===== src/rtl/asteroids_pkg.sv =====
// -----------------------------------------------------------------------------
// asteroids_pkg
// Shared types and constants for the heading/trigonometry path.
//   sincos_t     : signed Q1.17 sine/cosine sample (18 bits)
//   SINCOS_ONE   : full-scale positive value (+1.0 is clipped to 131071)
//   quarter_sin  : T[k] = round(SINCOS_ONE * sin(pi/2 * k / q)), k = 0..q.
//                  Elaboration-time only. It is used to build ROM constants
//                  and is never instantiated as logic.
// -----------------------------------------------------------------------------
package asteroids_pkg;

   typedef logic signed [17:0] sincos_t;

   localparam int SINCOS_ONE = 131071;

   // Taylor series in reals. The argument is at most pi/2, so 12 terms
   // converge far below one LSB of the Q1.17 result.
   function automatic int quarter_sin(input int k, input int q);
      real x;
      real term;
      real sum;
      int  res;
      x    = 1.5707963267948966 * k / q;
      term = x;
      sum  = x;
      for (int n = 1; n < 12; n++) begin
         term = -term * x * x / ((2 * n) * (2 * n + 1));
         sum  = sum + term;
      end
      res = $rtoi(SINCOS_ONE * sum + 0.5);
      if (res > SINCOS_ONE) res = SINCOS_ONE;
      if (res < 0)          res = 0;
      return res;
   endfunction

endpackage


===== src/rtl/sincos_quarter_rom.sv =====
// -----------------------------------------------------------------------------
// sincos_quarter_rom
// Two-stage registered dual sine/cosine lookup built on a quarter-wave table.
// Stage 1 registers the quadrant and the in-quadrant index of the angle. The
// cosine quadrant is the sine quadrant + 1, because cos(a) = sin(a + quarter)
// and the index stays the same. Stage 2 registers the signed table lookup.
// The result appears exactly two clock cycles after the angle input changes.
// If the angle input does not change, the outputs do not change.
//
// Parameters:
//   ANGLE_STEPS : angle codes per full turn (multiple of 4)
// Ports:
//   clk     in   clock
//   reset   in   asynchronous, active-high reset (outputs = angle 0 values)
//   angle   in   heading index, 0..ANGLE_STEPS-1
//   sin_val out  registered sin(angle), Q1.17
//   cos_val out  registered cos(angle), Q1.17
// -----------------------------------------------------------------------------
module sincos_quarter_rom
   import asteroids_pkg::*;
#(
   parameter int ANGLE_STEPS = 64
) (
   input  logic                           clk,
   input  logic                           reset,
   input  logic [$clog2(ANGLE_STEPS)-1:0] angle,
   output sincos_t                        sin_val,
   output sincos_t                        cos_val
);

   localparam int Q  = ANGLE_STEPS / 4;
   localparam int IW = $clog2(Q + 1);

   // Quarter-wave table, T[0..Q], fixed at elaboration.
   sincos_t tab [0:Q];

   for (genvar k = 0; k <= Q; k++) begin : g_tab
      localparam int TV = quarter_sin(k, Q);
      assign tab[k] = sincos_t'(TV);
   end

   // Stage 1 registers
   logic [1:0]    sin_quad;
   logic [1:0]    cos_quad;
   logic [IW-1:0] idx;

   // Stage 2 inputs
   logic [IW-1:0] mirror;
   sincos_t       sin_next;
   sincos_t       cos_next;

   // Quadrant fold: even quadrants read the table forward, odd quadrants
   // read it mirrored. Quadrants 2 and 3 are negated.
   function automatic sincos_t fold(input logic [1:0] quad,
                                    input sincos_t    t_fwd,
                                    input sincos_t    t_mir);
      sincos_t v;
      case (quad)
         2'd0:    v = t_fwd;
         2'd1:    v = t_mir;
         2'd2:    v = -t_fwd;
         default: v = -t_mir;
      endcase
      return v;
   endfunction

   always_ff @(posedge clk or posedge reset) begin
      if (reset) begin
         sin_quad <= 2'd0;
         cos_quad <= 2'd1;
         idx      <= '0;
      end else begin
         sin_quad <= 2'(angle / Q);
         cos_quad <= 2'(angle / Q) + 2'd1;
         idx      <= IW'(angle % Q);
      end
   end

   always_comb begin
      mirror   = IW'(Q) - idx;
      sin_next = fold(sin_quad, tab[idx], tab[mirror]);
      cos_next = fold(cos_quad, tab[idx], tab[mirror]);
   end

   always_ff @(posedge clk or posedge reset) begin
      if (reset) begin
         sin_val <= '0;
         cos_val <= sincos_t'(SINCOS_ONE);
      end else begin
         sin_val <= sin_next;
         cos_val <= cos_next;
      end
   end

endmodule


===== src/rtl/ship_heading_unit.sv =====
// -----------------------------------------------------------------------------
// ship_heading_unit
// Source side of the heading/timing interface that the torpedo units and the
// ship sprite use.
//   - vsync_raw rising edge -> one-cycle vsync pulse
//   - heading index stepped from the rotate buttons, evaluated on vsync
//   - registered signed Q1.17 sin/cos of the heading, 2-cycle latency
//   - shared sprite animation base offset (frame * FRAME_SIZE)
//
// Optional feature macro: ROT_ACCEL_EN
//   When defined, after 8 consecutive heading steps in the same direction the
//   rotation advances every frame. Releasing, reversing or pressing both
//   buttons clears the streak.
//
// Parameters:
//   ANGLE_STEPS (64) headings per turn, multiple of 4
//   ROT_DIV     (2)  frames per heading step while a button is held
//   ANIM_FRAMES (3)  animation frames
//   FRAME_SIZE  (90) sprite words per frame
//   ANIM_DIV    (4)  frames per animation advance
// Ports:
//   clk          in   system clock
//   reset        in   asynchronous, active-high reset
//   vsync_raw    in   VGA vsync level, synchronous to clk
//   rot_left     in   rotate counter-clockwise (synchronised level)
//   rot_right    in   rotate clockwise (synchronised level)
//   vsync        out  1-cycle pulse, 1 cycle after the vsync_raw rising edge
//   angle        out  heading index
//   sin_val      out  sin(angle), Q1.17
//   cos_val      out  cos(angle), Q1.17
//   sincos_valid out  sin/cos match the current angle
//   anim_base    out  sprite address offset of the current animation frame
//
// Consumer contract: sin_val/cos_val change only 2 cycles after an angle
// change, and sincos_valid is low for exactly those 2 cycles. At all other
// times the outputs are stable and may be sampled freely.
// -----------------------------------------------------------------------------
module ship_heading_unit
   import asteroids_pkg::*;
#(
   parameter int ANGLE_STEPS = 64,
   parameter int ROT_DIV     = 2,
   parameter int ANIM_FRAMES = 3,
   parameter int FRAME_SIZE  = 90,
   parameter int ANIM_DIV    = 4
) (
   input  logic                                        clk,
   input  logic                                        reset,
   input  logic                                        vsync_raw,
   input  logic                                        rot_left,
   input  logic                                        rot_right,
   output logic                                        vsync,
   output logic [$clog2(ANGLE_STEPS)-1:0]              angle,
   output sincos_t                                     sin_val,
   output sincos_t                                     cos_val,
   output logic                                        sincos_valid,
   output logic [$clog2(ANIM_FRAMES*FRAME_SIZE)-1:0]   anim_base
);

   localparam int AW = $clog2(ANGLE_STEPS);
   localparam int BW = $clog2(ANIM_FRAMES * FRAME_SIZE);
   localparam int RW = (ROT_DIV > 1) ? $clog2(ROT_DIV) : 1;
   localparam int CW = (ANIM_DIV > 1) ? $clog2(ANIM_DIV) : 1;
   localparam int FW = (ANIM_FRAMES > 1) ? $clog2(ANIM_FRAMES) : 1;

   localparam logic [AW-1:0] ANGLE_MAX = AW'(ANGLE_STEPS - 1);

   // ---------------------------------------------------------------------
   // vsync edge detect. The delay flop resets high, so a vsync_raw that is
   // already high when reset is released does not produce a pulse.
   // ---------------------------------------------------------------------
   logic vsync_raw_d1;

   always_ff @(posedge clk or posedge reset) begin
      if (reset) begin
         vsync_raw_d1 <= 1'b1;
         vsync        <= 1'b0;
      end else begin
         vsync_raw_d1 <= vsync_raw;
         vsync        <= vsync_raw & ~vsync_raw_d1;
      end
   end

   // ---------------------------------------------------------------------
   // Rotation
   // ---------------------------------------------------------------------
   logic [RW-1:0] rot_cnt;
   logic          one_btn;
   logic          accel;
   logic          step;
   logic [AW-1:0] angle_next;

`ifdef ROT_ACCEL_EN
   logic [3:0] streak;      // saturating count of same-direction steps
   logic       last_right;  // direction of the last step (1 = clockwise)
`endif

   always_comb begin
      one_btn = rot_left ^ rot_right;
`ifdef ROT_ACCEL_EN
      accel   = (streak == 4'd8) && (rot_right == last_right);
`else
      accel   = 1'b0;
`endif
      step    = vsync && one_btn && ((rot_cnt == RW'(ROT_DIV - 1)) || accel);
      if (rot_right)
         angle_next = (angle == ANGLE_MAX) ? '0 : angle + AW'(1);
      else
         angle_next = (angle == '0) ? ANGLE_MAX : angle - AW'(1);
   end

   always_ff @(posedge clk or posedge reset) begin
      if (reset) begin
         rot_cnt <= '0;
         angle   <= '0;
      end else if (vsync) begin
         if (one_btn) begin
            if (step) begin
               rot_cnt <= '0;
               angle   <= angle_next;
            end else begin
               rot_cnt <= rot_cnt + RW'(1);
            end
         end else begin
            rot_cnt <= '0;
         end
      end
   end

`ifdef ROT_ACCEL_EN
   always_ff @(posedge clk or posedge reset) begin
      if (reset) begin
         streak     <= '0;
         last_right <= 1'b0;
      end else if (vsync) begin
         if (!one_btn) begin
            streak <= '0;
         end else if (streak != 4'd0 && rot_right != last_right) begin
            // Reversal: the streak restarts from zero at normal pacing.
            streak <= '0;
         end else if (step) begin
            last_right <= rot_right;
            if (streak != 4'd8) streak <= streak + 4'd1;
         end
      end
   end
`endif

   // ---------------------------------------------------------------------
   // sin/cos pipeline and validity
   // step_d1 tracks an angle change through the first pipeline stage, so
   // valid is low from the angle update until the new values appear.
   // ---------------------------------------------------------------------
   logic step_d1;

   always_ff @(posedge clk or posedge reset) begin
      if (reset) begin
         step_d1      <= 1'b0;
         sincos_valid <= 1'b1;
      end else begin
         step_d1      <= step;
         sincos_valid <= ~(step | step_d1);
      end
   end

   sincos_quarter_rom #(
      .ANGLE_STEPS (ANGLE_STEPS)
   ) u_rom (
      .clk     (clk),
      .reset   (reset),
      .angle   (angle),
      .sin_val (sin_val),
      .cos_val (cos_val)
   );

   // ---------------------------------------------------------------------
   // Animation: anim_base accumulates FRAME_SIZE per frame advance instead
   // of multiplying.
   // ---------------------------------------------------------------------
   logic [CW-1:0] anim_cnt;
   logic [FW-1:0] frame;

   always_ff @(posedge clk or posedge reset) begin
      if (reset) begin
         anim_cnt  <= '0;
         frame     <= '0;
         anim_base <= '0;
      end else if (vsync) begin
         if (anim_cnt == CW'(ANIM_DIV - 1)) begin
            anim_cnt <= '0;
            if (frame == FW'(ANIM_FRAMES - 1)) begin
               frame     <= '0;
               anim_base <= '0;
            end else begin
               frame     <= frame + FW'(1);
               anim_base <= anim_base + BW'(FRAME_SIZE);
            end
         end else begin
            anim_cnt <= anim_cnt + CW'(1);
         end
      end
   end

endmodule


===== config.mk =====
export PLATFORM = sky130hd
export DESIGN_NAME = ship_heading_unit
export DESIGN_NICKNAME = d
export VERILOG_FILES = /design/src/rtl/asteroids_pkg.sv /design/src/rtl/sincos_quarter_rom.sv /design/src/rtl/ship_heading_unit.sv
export SDC_FILE = /design/constraint.sdc
export NUM_CORES = 1
export LEC_CHECK = 0
export ABC_AREA = 1
export CAP_MARGIN = 10
export CORE_MARGIN = 2
export CORE_UTILIZATION = 30
export DETAILED_ROUTE_END_ITERATION = 7
export GPL_TIMING_DRIVEN = 0
export PLACE_DENSITY = 0.5
export SETUP_SLACK_MARGIN = 0.05
export SYNTH_ARGS = -nofsm -noshare
export SYNTH_HDL_FRONTEND = slang
export SYNTH_SLANG_ARGS = --single-unit

===== constraint.sdc =====
create_clock -name clk -period 8.45 [get_ports clk]
set_clock_uncertainty 0.15 [all_clocks]
set_input_delay 1.2675 -clock clk [delete_from_list [all_inputs] [get_ports clk]]
set_output_delay 1.2675 -clock clk [all_outputs]
set_load 0.02 [all_outputs]

======== Word-level counts from Yosys, hierarchy flattened ========
Memories as Yosys holds them, arrays and structs flattened.
Cells that the tools add are included.
operators by class
  add/subtract/negate cells ............... 10
  magnitude comparators ................... 2
  equality and inequality tests ........... 7
  multiplexer cells ....................... 14
  bitwise operators ....................... 7
  reduce and logical (&&, ||, !) cells .... 7
operators by type and width
  kind                                                 count
  one-hot mux 18 bit (3 select lines)                  2
  two-way mux 18 bit                                   4
  negator 18 bit                                       2
  two-way mux 6 bit                                    3
  >= comparator 6 bit, second input constant           2
  adder 9 x 7 -> 9 bit, second input constant          1
  two-way mux 9 bit                                    1
  equality test 2 bit, second input constant           4
  adder 2 x 1 -> 2 bit, second input constant          3
  adder 6 x 1 -> 6 bit, second input constant          1
  equality test 6 bit, second input constant           1
  logical NOT 6 bit                                    1
  inverter 4 -> 6 bit                                  1
  inverter 5 -> 6 bit                                  1
  subtractor 6 x 1 -> 6 bit, second input constant     1
  subtractor 5 x 4 -> 5 bit, first input constant      1
  equality test 2 x 1 -> 1 bit, second input constant  2
  logical NOT 2 bit                                    2
  two-way mux 2 bit                                    2
  AND reduction 3 bit                                  1
  logical AND 1 bit                                    2
  two-way mux 1 bit                                    2
  inverter 1 bit                                       2
  AND reduction 2 bit                                  1
  4 further kinds                                      4
storage, ports and cells
  bits in registers ....................... 68
  memory bits (read-only) ................. 1152
  memories ................................ 2
memory list
  name             depth  bits a word  read ports  clocked after Yosys merged registers in  write ports  RTL line                  source
  (no name shown)  32     18           1           0                                        0            sincos_quarter_rom.sv:81  sin_next = fold(sin_quad, tab[idx], tab[mirror]);
  (no name shown)  32     18           1           0                                        0            sincos_quarter_rom.sv:81

======== Depth between registers and ports, before layout ========
  word-level depth ........................ 7
  depth in mapped cells ................... 19

======== Hierarchy ========
A second synthesis with hierarchy kept.
second synthesis, totals
  cells, all modules ...................... 787
  area, all modules ....................... 5198.7 um^2
by module, submodules not included
  module              instances  cells each  area an instance (um^2)  sequential area each (um^2)
  sincos_quarter_rom  1          624         3911.3                   1123.6
  ship_heading_unit   1          163         1287.5                   578.1

======== Worst setup path before layout ========
No wires, ideal clock.
  path kind ............................... reg2reg
  start ................................... register u_rom.idx[0]
  end ..................................... register u_rom.sin_val[14]
  library setup time ...................... 0.117 ns
  arrival ................................. 2.478 ns
  data required time ...................... 8.183 ns
  path slack .............................. 5.704 ns
  stages on the path, launching flop included .. 17
  buffers on the path ..................... 1
  path through ............................ dfrtp_1 inv_1 ha_1 nand2_1 nand2_1 buf_4 o21ai_1 nand2_1 nor2_2 ha_1 nand4_1 nor2_1 nand2_1 nor2_2 nand3_1 nand3_1 nand2_1
on the way
  cells in the longest elaborated chain, start to end .. 7
  elaborated cells on any way between the ends .. 12
RTL lines
  item                                       RTL line                  source
  from (decl)                                sincos_quarter_rom.sv:45  logic [IW-1:0] idx;
  from (signal assigned)                     sincos_quarter_rom.sv:75  idx <= IW'(angle % Q);
  subtractor 5 x 4 -> 5 bit                  sincos_quarter_rom.sv:80  mirror = IW'(Q) - idx;
  inverter 5 -> 6 bit (implied by the code)  sincos_quarter_rom.sv:81
  memory (32 x 18 bit)                       n/a
  two-way mux 18 bit (2 in series)           n/a
  negator 18 bit                             n/a
  one-hot mux 18 bit (3 select lines) *      sincos_quarter_rom.sv:58  case (quad)
  via u_rom.sin_next[14]                     sincos_quarter_rom.sv:49  sincos_t sin_next;
  to (signal assigned)                       sincos_quarter_rom.sv:90  sin_val <= sin_next;
  to (decl)                                  sincos_quarter_rom.sv:27  output sincos_t sin_val,
Mark *: on every way through the listed nets, which the timed path passes. The rest lies on a longest branch. The select of a mux whose other input is x is not followed.
A chain may end at the register's enable or synchronous reset.

======== Worst setup path in the final report ========
  start ................................... register u_rom.idx[1]
  end ..................................... register u_rom.sin_val[14]
Same word-level chain as after synthesis.

==> results.md <==
- Share of layout cells above drive strength 1: a little under a tenth
- Max cap viols: 0
- ANT cells: 0
- Clock latency on the worst-skew pair: 0.35 ns
- Vias post-DR: slightly above 5000
- Root Driver: clkbuf_16
- Clk buf depth: 2
- I/O pins: between 50 and 60
- Post-DRT Antenna Nets: 0
- Yosys reg bits: 67
- Largest net degree at the start of global routing: 68
- Most frequent cells in the layout: 217 x nand2_1, 97 x nand3_1, 93 x inv_1
- Ys flop type: dfrtp_1
- RePlAce Congestion: 0.949
- Grt ovf: 0
- Initial Util: 30.9%
- Dpl hpwl: ~12000 um
- Initial DRC Count: 521
- Arrival @ worst endpoint: approximately 3.8 ns
- CTS Buf Count: 9
- F_max: 273 MHz
- Outcome: completed
- Die height: 132 um
- Vias per inst: around 5.0
- Unrepaired setup endpoints after global routing: false
- Startpoint type of the worst setup path: register
- Hold_buf cts: 0
- Most common cell after layout, fill and taps aside: nand2_1
- Number of synthesized flops with an enable pin: 0
- Die ar.: 17500 um^2
- Slew headroom: a little under half
- Tmin final: ~3.7 ns
- Critical Path RT: approximately 8.5 ns
- Vias in the first global route: about 5000
- Post-Route WL: around 16000 um
- Worst R2R Setup Slack: about 4.8 ns
- # setup viols final: 0
- CTS tree: yes
- Warnings from Yosys: 0
- Area added between synthesis and finish: 23.2%
- Tcrit/Tclk final: between 40% and 50%
- Die width: approximately 130 um
- Final Max Tran Viols: 0
- FP Rows: between 40 and 50
- DR WL/cell: approximately 16 um
- Synth async-reset ratio: between 90% and 100%
- Worst min-delay path class: register to register
- Cells after Synth: between 700 and 800
- Setup TNS: 0 ns
- Cell variety after synth: between 40 and 50
- Worst slew pin tran: 0.789 ns
- Htree depth: 3
- Critical path capture point type: register
- Setup Fix Bufs, Post-CTS: 0
- Mapped Area: 4950 um^2
- Post-cts resize count: 0
- Avg Cell Area, Syn: ~6.6 um^2
- Reg clk slew, reported paths: approximately 0.070 ns
- WS Path Type: register to register
- CP Max Fanout: 10
- Minimum hold slack: slightly below 0.3 ns
- PortBufs: 55
- Core Area: approximately 16000 um^2
- Register area share after synthesis: about 34%
- First-pass DRT Iterations: 6
- Clock sinks: between 60 and 70
- First-pass GRT wire length: 26400 um
- Drt drc: 0
- Final hold vios: 0
- Overall Global Routing Usage: between 10% and 20%
- Mapped Nets: 773
- Initial antenna violation count: 0
- Nets: between 800 and 900
==> flip-flops by register name (all words and copies together), names as in the netlist <==
| signal | flops |
|---|---|
| step_d1 | 1 |
| u_rom.sin_quad | 2 |
| vsync | 1 |
| frame | 2 |
| sincos_valid | 1 |
| u_rom.sin_val | 18 |
| angle | 6 |
| anim_base | 8 |
| u_rom.cos_val | 18 |
| anim_cnt | 2 |
| rot_cnt | 1 |
| vsync_raw_d1 | 1 |
| u_rom.idx | 4 |
| u_rom.cos_quad | 2 |
==> routing by layer <==
metal  vias to the layer above  routed length (um)  GRT usage [%]
li1                       2552                   -              -
met1                      2337                7090           24.0
met2                       213                7460           30.7
met3                        43                1100           5.29
met4                         0                 541           8.06
met5                         -                   0              0
==> metrics by stage <==
| stage | std cells | area (um^2) | setup slack [ns] | utilization [%] |
|---|---|---|---|---|
| 2_1_floorplan | 751 | 4950 | 5.38 | - |
| 4_1_cts | 1038 | 6100 | 4.90 | 38.1 |
| 3_3_place_gp | 1022 | 5770 | 4.16 | 36.0 |
| 5_1_grt | 1038 | 6100 | 4.58 | 38.1 |
| 3_5_place_dp | 1022 | 5770 | 4.92 | 36.1 |
| 6_report | 1038 | 6100 | 4.78 | 38.1 |
==> cell families (layout without fill, tap and decap cells) <==
kind of cell / Yosys count / in the layout / share of synthesized area, %
AOI/OAI and AO/OA: 105 / 105 / 12.1
muxes: 1 / 1 / 0.228
adders and majority gates: 17 / 17 / 4.30
other: 1 / 1 / 0.0758
and+or+nand+nor: 420 / 420 / 36.2
buffers and inverters: 126 / 197 / 10.3
xor gates and xnor gates: 14 / 14 / 2.48
DFF: 67 / 67 / 34.4
==> final cells by class <==
class	count	area (um^2)
repair buffers	55	551
well taps	216	270
clock buffers	9	225
multi-input cells	558	2740
clock inverters	7	101
plain buffers	24	125
flip-flops and latches	67	1700
inverters	102	385
fillers	1759	9900
==> path summary, 6_finish.rpt <==
| path | from | endpoint | cells past startpoint |
|---|---|---|---|
| setup reg to reg | u_rom.idx[1] | u_rom.sin_val[14] | 17 |
| min in group asynchronous | reset | anim_base[8] | 2 |
| setup / recovery | u_rom.idx[1] | u_rom.sin_val[14] | 17 |
| hold reg to reg | step_d1 | sincos_valid | 2 |
| max in group asynchronous | reset | u_rom.sin_val[8] | 2 |
| hold / removal | step_d1 | sincos_valid | 2 |
==> cells in the mapped netlist (all sizes together), types with 3 or more instances <==
cell type,number,area [um^2]
o22ai,7,43.8
xnor2,3,26.3
dfstp,20,526
dfrtp,47,1180
inv,101,379
xor2,11,96.3
a21oi,28,140
o21ai,48,244
clkbuf,10,38.8
nand2,220,833
ha,17,213
nand4,9,56.3
nand3,98,495
nor3,7,40.0
a22oi,13,97.6
buf,14,86.3
nor2,83,344
==> worst max-delay path: stages (launching register included) <==
cell and delay [ns]:
dfrtp_1 0.54, inv_2 0.18, ha_1 0.27, nand2_1 0.23, nand2_1 0.17, nand2_1 0.17
nand2_1 0.07, nand2_1 0.06, nand2_1 0.08, nor2_1 0.26, ha_1 0.26, nand4_1 0.10
nor2_1 0.28, nand2_1 0.18, nor2_2 0.19, nand3_1 0.16, nand3_1 0.13, nand2_1 0.06
Power is not shown: default switching activity piles up to over one toggle a cycle in this logic, so the estimate is an artifact.
